==> config.mk <==
export PLATFORM = sky130hd
export DESIGN_NAME = sc_popcount_acc
export DESIGN_NICKNAME = d
export VERILOG_FILES = /design/src/rtl/sc_pkg.sv /design/src/rtl/sc_popcount.sv /design/src/rtl/sc_popcount_acc.sv
export SDC_FILE = /design/constraint.sdc
export NUM_CORES = 1
export LEC_CHECK = 0
export BUFFER_PORTS_ARGS = -buffer_cell sky130_fd_sc_hd__clkbuf_2
export CAP_MARGIN = 20
export CORE_ASPECT_RATIO = 1.1
export CORE_MARGIN = 2
export CORE_UTILIZATION = 55
export DETAILED_ROUTE_END_ITERATION = 12
export GPL_ROUTABILITY_DRIVEN = 0
export PLACE_DENSITY = 0.84
export SYNTH_ARGS = -nofsm -noshare
export SYNTH_HDL_FRONTEND = slang
export SYNTH_SLANG_ARGS = --single-unit
==> constraint.sdc <==
create_clock -name clk -period 2.89 [get_ports clk]
set_input_delay 0.7225 -clock clk [delete_from_list [all_inputs] [get_ports clk]]
set_output_delay 0.7225 -clock clk [all_outputs]
set_load 0.02 [all_outputs]
==> src/rtl/sc_pkg.sv <==
// Shared types and constants for the stochastic-computing popcount accumulator.
package sc_pkg;

  localparam int SC_WORD_WIDTH = 32;

  typedef enum logic [1:0] {
    ACCUM = 2'd0,
    FLUSH = 2'd1,
    DONE  = 2'd2
  } sc_state_e;

endpackage

==> src/rtl/sc_popcount.sv <==
// Combinational popcount built as a recursive balanced adder tree.
module sc_popcount #(
  parameter  int IN_WIDTH = 32,
  localparam int CNT_W    = $clog2(IN_WIDTH + 1)
) (
  input  logic [IN_WIDTH-1:0] bits,
  output logic [CNT_W-1:0]    count
);

  if (IN_WIDTH == 1) begin : g_leaf
    assign count = bits;
  end else begin : g_split
    localparam int LO_W = IN_WIDTH / 2;
    localparam int HI_W = IN_WIDTH - LO_W;

    logic [$clog2(LO_W+1)-1:0] lo_cnt;
    logic [$clog2(HI_W+1)-1:0] hi_cnt;

    sc_popcount #(.IN_WIDTH(LO_W)) u_lo (
      .bits  (bits[LO_W-1:0]),
      .count (lo_cnt)
    );

    sc_popcount #(.IN_WIDTH(HI_W)) u_hi (
      .bits  (bits[IN_WIDTH-1:LO_W]),
      .count (hi_cnt)
    );

    assign count = CNT_W'(lo_cnt) + CNT_W'(hi_cnt);
  end

endmodule

==> src/rtl/sc_popcount_acc.sv <==
// Accumulates popcounts of FRAMES product words into one result with a ready/valid output.
// Optional macro SC_ACC_PIPE_EN registers the popcount before the adder (adds a FLUSH cycle).
module sc_popcount_acc
  import sc_pkg::*;
#(
  parameter  int IN_WIDTH  = SC_WORD_WIDTH,
  parameter  int FRAMES    = 4,
  localparam int OUT_WIDTH = $clog2(IN_WIDTH * FRAMES + 1)
) (
  input  logic                 clk,
  input  logic                 rst,
  input  logic                 clear,
  input  logic                 in_valid,
  output logic                 in_ready,
  input  logic [IN_WIDTH-1:0]  in_data,
  output logic                 out_valid,
  input  logic                 out_ready,
  output logic [OUT_WIDTH-1:0] out_count
);

  localparam int PC_W  = $clog2(IN_WIDTH + 1);
  localparam int CNT_W = (FRAMES > 1) ? $clog2(FRAMES) : 1;

  sc_state_e              state_q, state_d;
  logic [OUT_WIDTH-1:0]   acc_q, acc_d;
  logic [CNT_W-1:0]       cnt_q, cnt_d;
  logic                   in_ready_q, in_ready_d;
  logic                   out_valid_q, out_valid_d;
  logic [OUT_WIDTH-1:0]   out_count_q, out_count_d;

  logic [PC_W-1:0]        pc;
  logic [OUT_WIDTH-1:0]   add_term;
  logic [OUT_WIDTH-1:0]   acc_sum;
  logic                   accept;
  logic                   last_word;

  sc_popcount #(.IN_WIDTH(IN_WIDTH)) u_popcount (
    .bits  (in_data),
    .count (pc)
  );

  assign accept    = in_valid && in_ready_q;
  assign last_word = (cnt_q == CNT_W'(FRAMES - 1));

`ifdef SC_ACC_PIPE_EN
  // Popcount stage register; the adder consumes it one cycle after the handshake.
  localparam sc_state_e LAST_STATE = FLUSH;

  logic [PC_W-1:0] pipe_q, pipe_d;
  logic            pipe_vld_q, pipe_vld_d;

  always_comb begin
    pipe_vld_d = accept && !clear;
    pipe_d     = pipe_q;
    if (clear)       pipe_d = '0;
    else if (accept) pipe_d = pc;
  end

  always_ff @(posedge clk or posedge rst) begin
    if (rst) begin
      pipe_q     <= '0;
      pipe_vld_q <= 1'b0;
    end else begin
      pipe_q     <= pipe_d;
      pipe_vld_q <= pipe_vld_d;
    end
  end

  assign add_term = pipe_vld_q ? OUT_WIDTH'(pipe_q) : '0;
`else
  localparam sc_state_e LAST_STATE = DONE;

  assign add_term = accept ? OUT_WIDTH'(pc) : '0;
`endif

  assign acc_sum = acc_q + add_term;

  always_comb begin
    state_d     = state_q;
    acc_d       = acc_q;
    cnt_d       = cnt_q;
    in_ready_d  = in_ready_q;
    out_valid_d = out_valid_q;
    out_count_d = out_count_q;
    if (clear) begin
      state_d     = ACCUM;
      acc_d       = '0;
      cnt_d       = '0;
      in_ready_d  = 1'b1;
      out_valid_d = 1'b0;
      out_count_d = '0;
    end else begin
      unique case (state_q)
        ACCUM: begin
          acc_d = acc_sum;
          if (accept) begin
            if (last_word) begin
              cnt_d      = '0;
              state_d    = LAST_STATE;
              in_ready_d = 1'b0;
              if (LAST_STATE == DONE) begin
                out_valid_d = 1'b1;
                out_count_d = acc_sum;
              end
            end else begin
              cnt_d = cnt_q + 1'b1;
            end
          end
        end
        FLUSH: begin
          acc_d       = acc_sum;
          state_d     = DONE;
          out_valid_d = 1'b1;
          out_count_d = acc_sum;
        end
        DONE: begin
          if (out_ready) begin
            state_d     = ACCUM;
            acc_d       = '0;
            cnt_d       = '0;
            in_ready_d  = 1'b1;
            out_valid_d = 1'b0;
            out_count_d = '0;
          end
        end
        default: state_d = ACCUM;
      endcase
    end
  end

  always_ff @(posedge clk or posedge rst) begin
    if (rst) begin
      state_q     <= ACCUM;
      acc_q       <= '0;
      cnt_q       <= '0;
      in_ready_q  <= 1'b1;
      out_valid_q <= 1'b0;
      out_count_q <= '0;
    end else begin
      state_q     <= state_d;
      acc_q       <= acc_d;
      cnt_q       <= cnt_d;
      in_ready_q  <= in_ready_d;
      out_valid_q <= out_valid_d;
      out_count_q <= out_count_d;
    end
  end

  assign in_ready  = in_ready_q;
  assign out_valid = out_valid_q;
  assign out_count = out_count_q;

endmodule
==> metrics.txt, run 1 <==
status finished with violations; failing checks negative setup slack; worst hold stages 2; routed len/inst 15.88 um; Post-Layout Inst Area 2785 sq um; Post-Syn Area 2028 sq um; io pins 47; Worst Hold Class reg -> reg; Final setup viols 16; n_diodes 0; first-pass GRT wire length 7941 um; Max clock buf depth 2; DP Wirelength 3611 um; area grow syn2layout 37.32%; Worst slew margin 0.4789; DRC Markers 0; TritonCTS Buffers 3; Chip Height 67.69 um; Detailed Route Iter0 Violations 145; Nets 359; Worst EP arrival 6.11 ns; Crit Path Category in -> reg; count leader, synth inv_1; final hold vios 0; worst skew pair latency 0.27 ns; H-tree Lvls 1; Slew Viols, Final 0; R2R Path Start in_ready$_DFFE_PP1P_; reg2reg setup slack 0.29 ns; placed cell areas 2486 sq um; worst-margin pin slew 0.7808 ns; Hold WS 0.4820 ns; RSZ-0062 raised after global routing yes; CP Capture Type register; largest net degree at the start of global routing 22; Max Clk Rate 167.8 MHz; most used cell, CP fa_1; cell taking the most area after synthesis fa_1; port bufs 46; Root Buffer clkbuf_8; Core ar. 3597 sq um; Async S/R FF share, synth 1.000; CTS tree done; Tcrit/Tclk final 2.062; #FFs+latches synth 20; cts hold-fix bufs 0; Synthesis Warnings 0; vias per cell 5.509; layout cell share with drive strength beyond 1 0.4255; share of the synthesized area in the top cell type 0.2468; Initial Util 0.5638; grt total ovfl 0; worst r2r dst acc_q[6]$_DFFE_PP0P_; # fillers 232; Post-synth EDFFs 0; fin worst setup slack -3.068 ns; Hold Path End out_count[2]$_DFFE_PP0P_; Netlist cell types 45; via count 1829; hold_sp out_count[2]$_DFFE_PP0P_; clk_skew 0.006050 ns; WP data required 3.05 ns; clk sink count 20; die area 4190 sq um; Avg Cell Area, Syn 9.304 sq um; Gate Count Post-Synth 218; Top FF cell, synth dfrtp_1; Reg clk slew, reported paths 0.08 ns; GRT Overall Usage 0.2581; drt first pass iters 4; Startpoint Class primary input; Max FO, Critical Path 3; setup total negative slack -41.75 ns; row cnt 23; Seq/Total Area, Yosys 0.2474; max cap viols 0; initial antenna violation count 0; post-layout util 0.7743; vias in the first global route 1872; max incr delay on CP 0.55 ns; Reg2Reg Depth 9; top cells by count, synth inv_1 (53), fa_1 (25), dfrtp_1 (19); Synthesized Nets 294; Tmin final 5.958 ns; slowest stage cell, crit path fa_2; Total Wirelength 5272 um; chip width 61.90 um; crit-path cells buf_6 -> fa_1 -> inv_1 -> fa_1 -> fa_2 -> fa_1 -> fa_1 -> fa_1 -> inv_2 -> ha_4 -> inv_2 -> fa_2 -> nor2b_4 -> o21ai_2 -> nor3b_2 -> nor3_2 -> ha_1 -> o21ai_2 -> o2111ai_2 -> or3b_4 -> a32o_1; ANT nets after route 0; top post-synthesis cells by area fa_1 (25%), dfrtp_1 (23%), inv_1 (9.8%)
cell usage in the layout, fill, tap and decap left out, types with 4 or more instances in the layout:
master,count
a21oi_1,6
nor2_1,8
fa_2,5
buf_4,17
dfrtp_1,19
inv_2,9
clkbuf_2,44
nand3b_1,4
inv_1,44
o21ai_1,4
buf_6,5
ha_1,8
fa_1,20
ha_4,5
nand2_1,12
logic make-up (layout without fill, tap and decap cells):
logic type | after synthesis | after routing | synth area share
buffers and inverters | 59 | 123 | 0.1135
DFF | 20 | 20 | 0.2474
xor gates and xnor gates | 4 | 4 | 0.01728
muxes | 1 | 1 | 0.004935
and+or+nand+nor | 52 | 52 | 0.1419
adders and majority gates | 39 | 39 | 0.3331
AOI/OAI and AO/OA | 43 | 43 | 0.1419
layer usage:
metal	vias up	track usage	wire length, um
met5	-	0	0
met4	0	0.1250	225
met3	21	0.03257	365
met2	101	0.4553	2725
met1	873	0.3021	1956
li1	834	-	-
worst max path at each step:
stage          cells past startpoint   startpoint  slack, ns                   end
2_1_floorplan                     20   in_data[0]      -2.97  acc_q[6]$_DFFE_PP0P_
3_3_place_gp                      21   in_data[0]      -3.23  acc_q[6]$_DFFE_PP0P_
3_5_place_dp                      21   in_data[0]      -3.43  acc_q[6]$_DFFE_PP0P_
4_1_cts                           21  in_data[17]      -3.04  acc_q[6]$_DFFE_PP0P_
5_1_grt                           21  in_data[17]      -3.20  acc_q[6]$_DFFE_PP0P_
6_report                          21  in_data[17]      -3.07  acc_q[6]$_DFFE_PP0P_
area by class of cell:
class | instances | area (sq um) | share of cell area
multi-input combinational | 139 | 1546 | 0.5553
tap | 50 | 62.56 | 0.02246
clock inverter | 1 | 30.03 | 0.01078
clock buffer | 3 | 41.29 | 0.01482
sequential | 20 | 501.7 | 0.1801
timing repair buffer | 66 | 404.1 | 0.1451
inverter | 53 | 198.9 | 0.07143
sequential cells by signal, summed over array words and instances, names as in the netlist:
name and cells:
acc_q 8, out_count 8, cnt_q 2, in_ready 1, out_valid 1
metrics by stage:
stage / std cells / setup slack (ns)
floorplan: 218 / -2.967
global placement: 323 / -3.229
detailed placement: 323 / -3.430
CTS: 331 / -3.037
global route: 332 / -3.203
finish: 332 / -3.068
repair_timing:
item | 4_1_cts | 5_1_grt
setup endpoints to repair | 16 | 16
buffers inserted | 4 | 1
resized for setup | 16 | 29
pin swaps | 27 | 30
gates cloned | 0 | 0
critical path, delay by kind of cell:
family	cells	cell delay (ns)
AOI/OAI and AO/OA	4	0.59
adders and majority gates	9	3.62
buffers and inverters	4	0.26
and+or+nand+nor	4	0.92
Power of run 1 is not shown: default switching activity piles up to over one toggle a cycle in this logic, so the estimate is an artifact.
==> run 2: changes to the inputs <==
- CORE_UTILIZATION: 55 -> 58
- PLACE_DENSITY: 0.84 -> 0.85
- SYNTH_HIERARCHICAL: unset -> 1
==> run 2 against run 1 <==
  * The flow still finishes with violations (negative setup slack)
  * Sequential cell count unchanged
  * Worst hold slack gained 0.0069 ns
  * Highest routed layer unchanged
  * Synthesized cell count up 52%
==> metrics.txt, run 2 <==
largest net degree at the start of global routing 22 (unchanged); Reg2Reg Depth 8 (was 9); Worst Hold Class reg -> reg (unchanged); worst-margin pin slew 0.8089 ns (was 0.7808 ns); Netlist cell types 44 (was 45); Post-synth EDFFs 0 (unchanged); Tcrit/Tclk final 1.741 (was 2.062); CP Buf/Inv Count 8 (was 4); Root Buffer clkbuf_8 (unchanged); DP Wirelength 4389 um (was 3611 um); Final setup viols 14 (was 16); reg2reg setup slack 0.39 ns (was 0.29 ns); share of the synthesized area in the top cell type 0.2424 (was 0.2468); grt total ovfl 0 (unchanged); Synthesized Nets 441 (was 294); most frequent cells in the layout inv_1 (34), ha_4 (33), inv_2 (32), clkbuf_2 (26), buf_4 (26) (was inv_1 (44), clkbuf_2 (44), fa_1 (20), dfrtp_1 (19), buf_4 (17)); vias in the first global route 2393 (was 1872); CTS tree done (unchanged); max cap viols 0 (unchanged); vias per cell 5.603 (was 5.509); failing checks negative setup slack (unchanged); Seq/Total Area, Yosys 0.1736 (was 0.2474); n_diodes 0 (unchanged); count leader, synth inv_1 (unchanged); via count 2387 (was 1829); ANT nets after route 0 (unchanged); chip width 71.31 um (was 61.90 um); Critical Path Source in_data[20] (was in_data[17]); Crit Path Category in -> reg (unchanged); top post-synthesis cells by area ha_1 (24%), dfrtp_1 (16%), fa_1 (11%) (was fa_1 (25%), dfrtp_1 (23%), inv_1 (9.8%)); Crit path max-delay family adder cells (unchanged); Initial Util 0.6127 (was 0.5638); #FFs+latches synth 20 (unchanged); RSZ-0062 raised after global routing yes (unchanged); final hold vios 0 (unchanged); Worst EP arrival 5.25 ns (was 6.11 ns); top cells by count, synth inv_1 (67), ha_1 (56), buf_4 (32) (was inv_1 (53), fa_1 (25), dfrtp_1 (19)); worst skew pair latency 0.27 ns (about the same); layout cell share with drive strength beyond 1 0.4595 (was 0.4255); CP Capture Type register (unchanged); clk sink count 20 (unchanged); initial antenna violation count 0 (unchanged); routed len/inst 15.61 um (was 15.88 um); placed cell areas 3488 sq um (was 2486 sq um); drt first pass iters 4 (unchanged); Post-Layout Cell Count 426 (was 332); most common cell after layout, fill and taps aside inv_1; area grow syn2layout 34.11% (was 37.32%); Tmin final 5.032 ns (was 5.958 ns); H-tree Lvls 1 (unchanged); dpl cells 413 (was 323); die area 5564 sq um (was 4190 sq um); io pins 47 (unchanged); Async S/R FF share, synth 1.000 (unchanged); Synthesis Warnings 6 (was 0); GRT Overall Usage 0.2186 (was 0.2581); Slew Viols, Final 0 (unchanged); Detailed Route Iter0 Violations 78 (was 145); Nets 480 (was 359); port bufs 46 (unchanged); Max FO, Critical Path 3 (unchanged); clk_skew 0.01196 ns (was 0.006050 ns); Post-Syn Area 2890 sq um (was 2028 sq um); WP data required 3.11 ns (was 3.05 ns); Hold WS 0.4889 ns (was 0.4820 ns); R2R Path Start in_ready$_DFFE_PP1P_ (unchanged); Gate Count Post-Synth 332 (was 218); Levels on crit path 23 (was 21); slowest stage cell, crit path fa_2 (unchanged); Max Clk Rate 198.7 MHz (was 167.8 MHz); DRC Markers 0 (unchanged); worst setup path end out_count[6]$_DFFE_PP0P_ (was acc_q[6]$_DFFE_PP0P_); fin worst setup slack -2.142 ns (was -3.068 ns); most used cell, CP inv_2 (was fa_1); row cnt 26 (was 23); Worst slew margin 0.4601 (was 0.4789); status finished with violations (unchanged); Reg clk slew, reported paths 0.09 ns (was 0.08 ns); Top FF cell, synth dfrtp_1 (unchanged); first-pass GRT wire length 9908 um (was 7941 um); Total Wirelength 6649 um (was 5272 um); worst r2r dst out_count[6]$_DFFE_PP0P_ (was acc_q[6]$_DFFE_PP0P_); Startpoint Class primary input (unchanged); Chip Height 78.04 um (was 67.69 um); cts hold-fix bufs 0 (unchanged); max incr delay on CP 0.54 ns (was 0.55 ns); crit-path cells clkbuf_2 -> ha_4 -> ha_4 -> inv_2 -> fa_1 -> inv_2 -> inv_2 -> fa_1 -> inv_2 -> inv_2 -> fa_2 -> inv_4 -> fa_2 -> a21o_1 -> a21oi_2 -> xnor2_1 -> and3_1 -> ha_4 -> o21ai_4 -> o21a_1 -> buf_4 -> or4b_1 -> nand3_1 (was buf_6 -> fa_1 -> inv_1 -> fa_1 -> fa_2 -> fa_1 -> fa_1 -> fa_1 -> inv_2 -> ha_4 -> inv_2 -> fa_2 -> nor2b_4 -> o21ai_2 -> nor3b_2 -> nor3_2 -> ha_1 -> o21ai_2 -> o2111ai_2 -> or3b_4 -> a32o_1); Core ar. 4717 sq um (was 3597 sq um); TritonCTS Buffers 3 (unchanged); cell taking the most area after synthesis ha_1 (was fa_1); Avg Cell Area, Syn 8.706 sq um (was 9.304 sq um); Max clock buf depth 2 (unchanged); Post-Layout Inst Area 3876 sq um (was 2785 sq um)
run 2: metal layers:
layer,vias to the layer above,GRT usage,wire [um]
met5,-,0,0
met2,94,0.4157,3576
met1,1132,0.2455,2470
li1,1134,-,-
met3,27,0.02054,322
met4,0,0.08679,280
run 2: worst min-delay path by stage:
stage / from / to / slack [ns] / cells past startpoint
after floorplan: acc_q[0]$_DFFE_PP0P_ / acc_q[0]$_DFFE_PP0P_ / 0.50 / 2
after global placement: out_count[2]$_DFFE_PP0P_ / out_count[2]$_DFFE_PP0P_ / 0.47 / 2
after detailed placement: out_count[3]$_DFFE_PP0P_ / out_count[3]$_DFFE_PP0P_ / 0.47 / 2
after CTS: out_count[3]$_DFFE_PP0P_ / out_count[3]$_DFFE_PP0P_ / 0.49 / 2
after global routing: out_count[3]$_DFFE_PP0P_ / out_count[3]$_DFFE_PP0P_ / 0.52 / 2
final: out_count[0]$_DFFE_PP0P_ / out_count[0]$_DFFE_PP0P_ / 0.49 / 2
run 2: worst reg2reg max path, cell delays in order, from the launching register on:
cell      delay, ns
dfstp_2        0.66
and3_1         0.23
ha_1           0.20
fa_2           0.32
a211oi_2       0.12
o21a_1         0.22
buf_4          0.15
or4b_1         0.46
nand3_1        0.09
run 2: stage by stage:
step	TNS [ns]	utilization	setup slack, ns
after detailed placement	-29.27	0.7395	-2.411
after floorplan	-24.90	-	-2.183
after CTS	-24.05	0.7671	-2.005
after global placement	-27.89	0.7395	-2.284
after global routing	-26.64	0.8218	-2.252
final	-24.94	0.8218	-2.142
run 2: cell type report:
type | instances | area (sq um)
clock inverters | 1 | 30.03
fillers | 270 | 840.8
repair buffers | 73 | 561.8
multi-input cells | 206 | 2417
flip-flops and latches | 20 | 501.7
clock buffers | 3 | 41.29
inverters | 67 | 254.0
well taps | 56 | 70.07
run 2: cell families (layout without fill, tap and decap cells):
group | after synthesis | in the layout | synth area share
and+or+nand+nor | 66 | 66 | 0.1199
buffers and inverters | 106 | 144 | 0.1827
adders and majority gates | 72 | 72 | 0.3532
AOI/OAI and AO/OA | 52 | 52 | 0.1217
DFF | 20 | 20 | 0.1736
xor gates and xnor gates | 15 | 15 | 0.04546
muxes | 1 | 1 | 0.003463
run 2: what timing repair did:
item / CTS / global route
setup buffers: 4 / 5
gates resized for setup: 13 / 54
pin swaps: 15 / 15
endpoints found under the setup margin: 14 / 15
Power of run 2 is left out for the same reason.
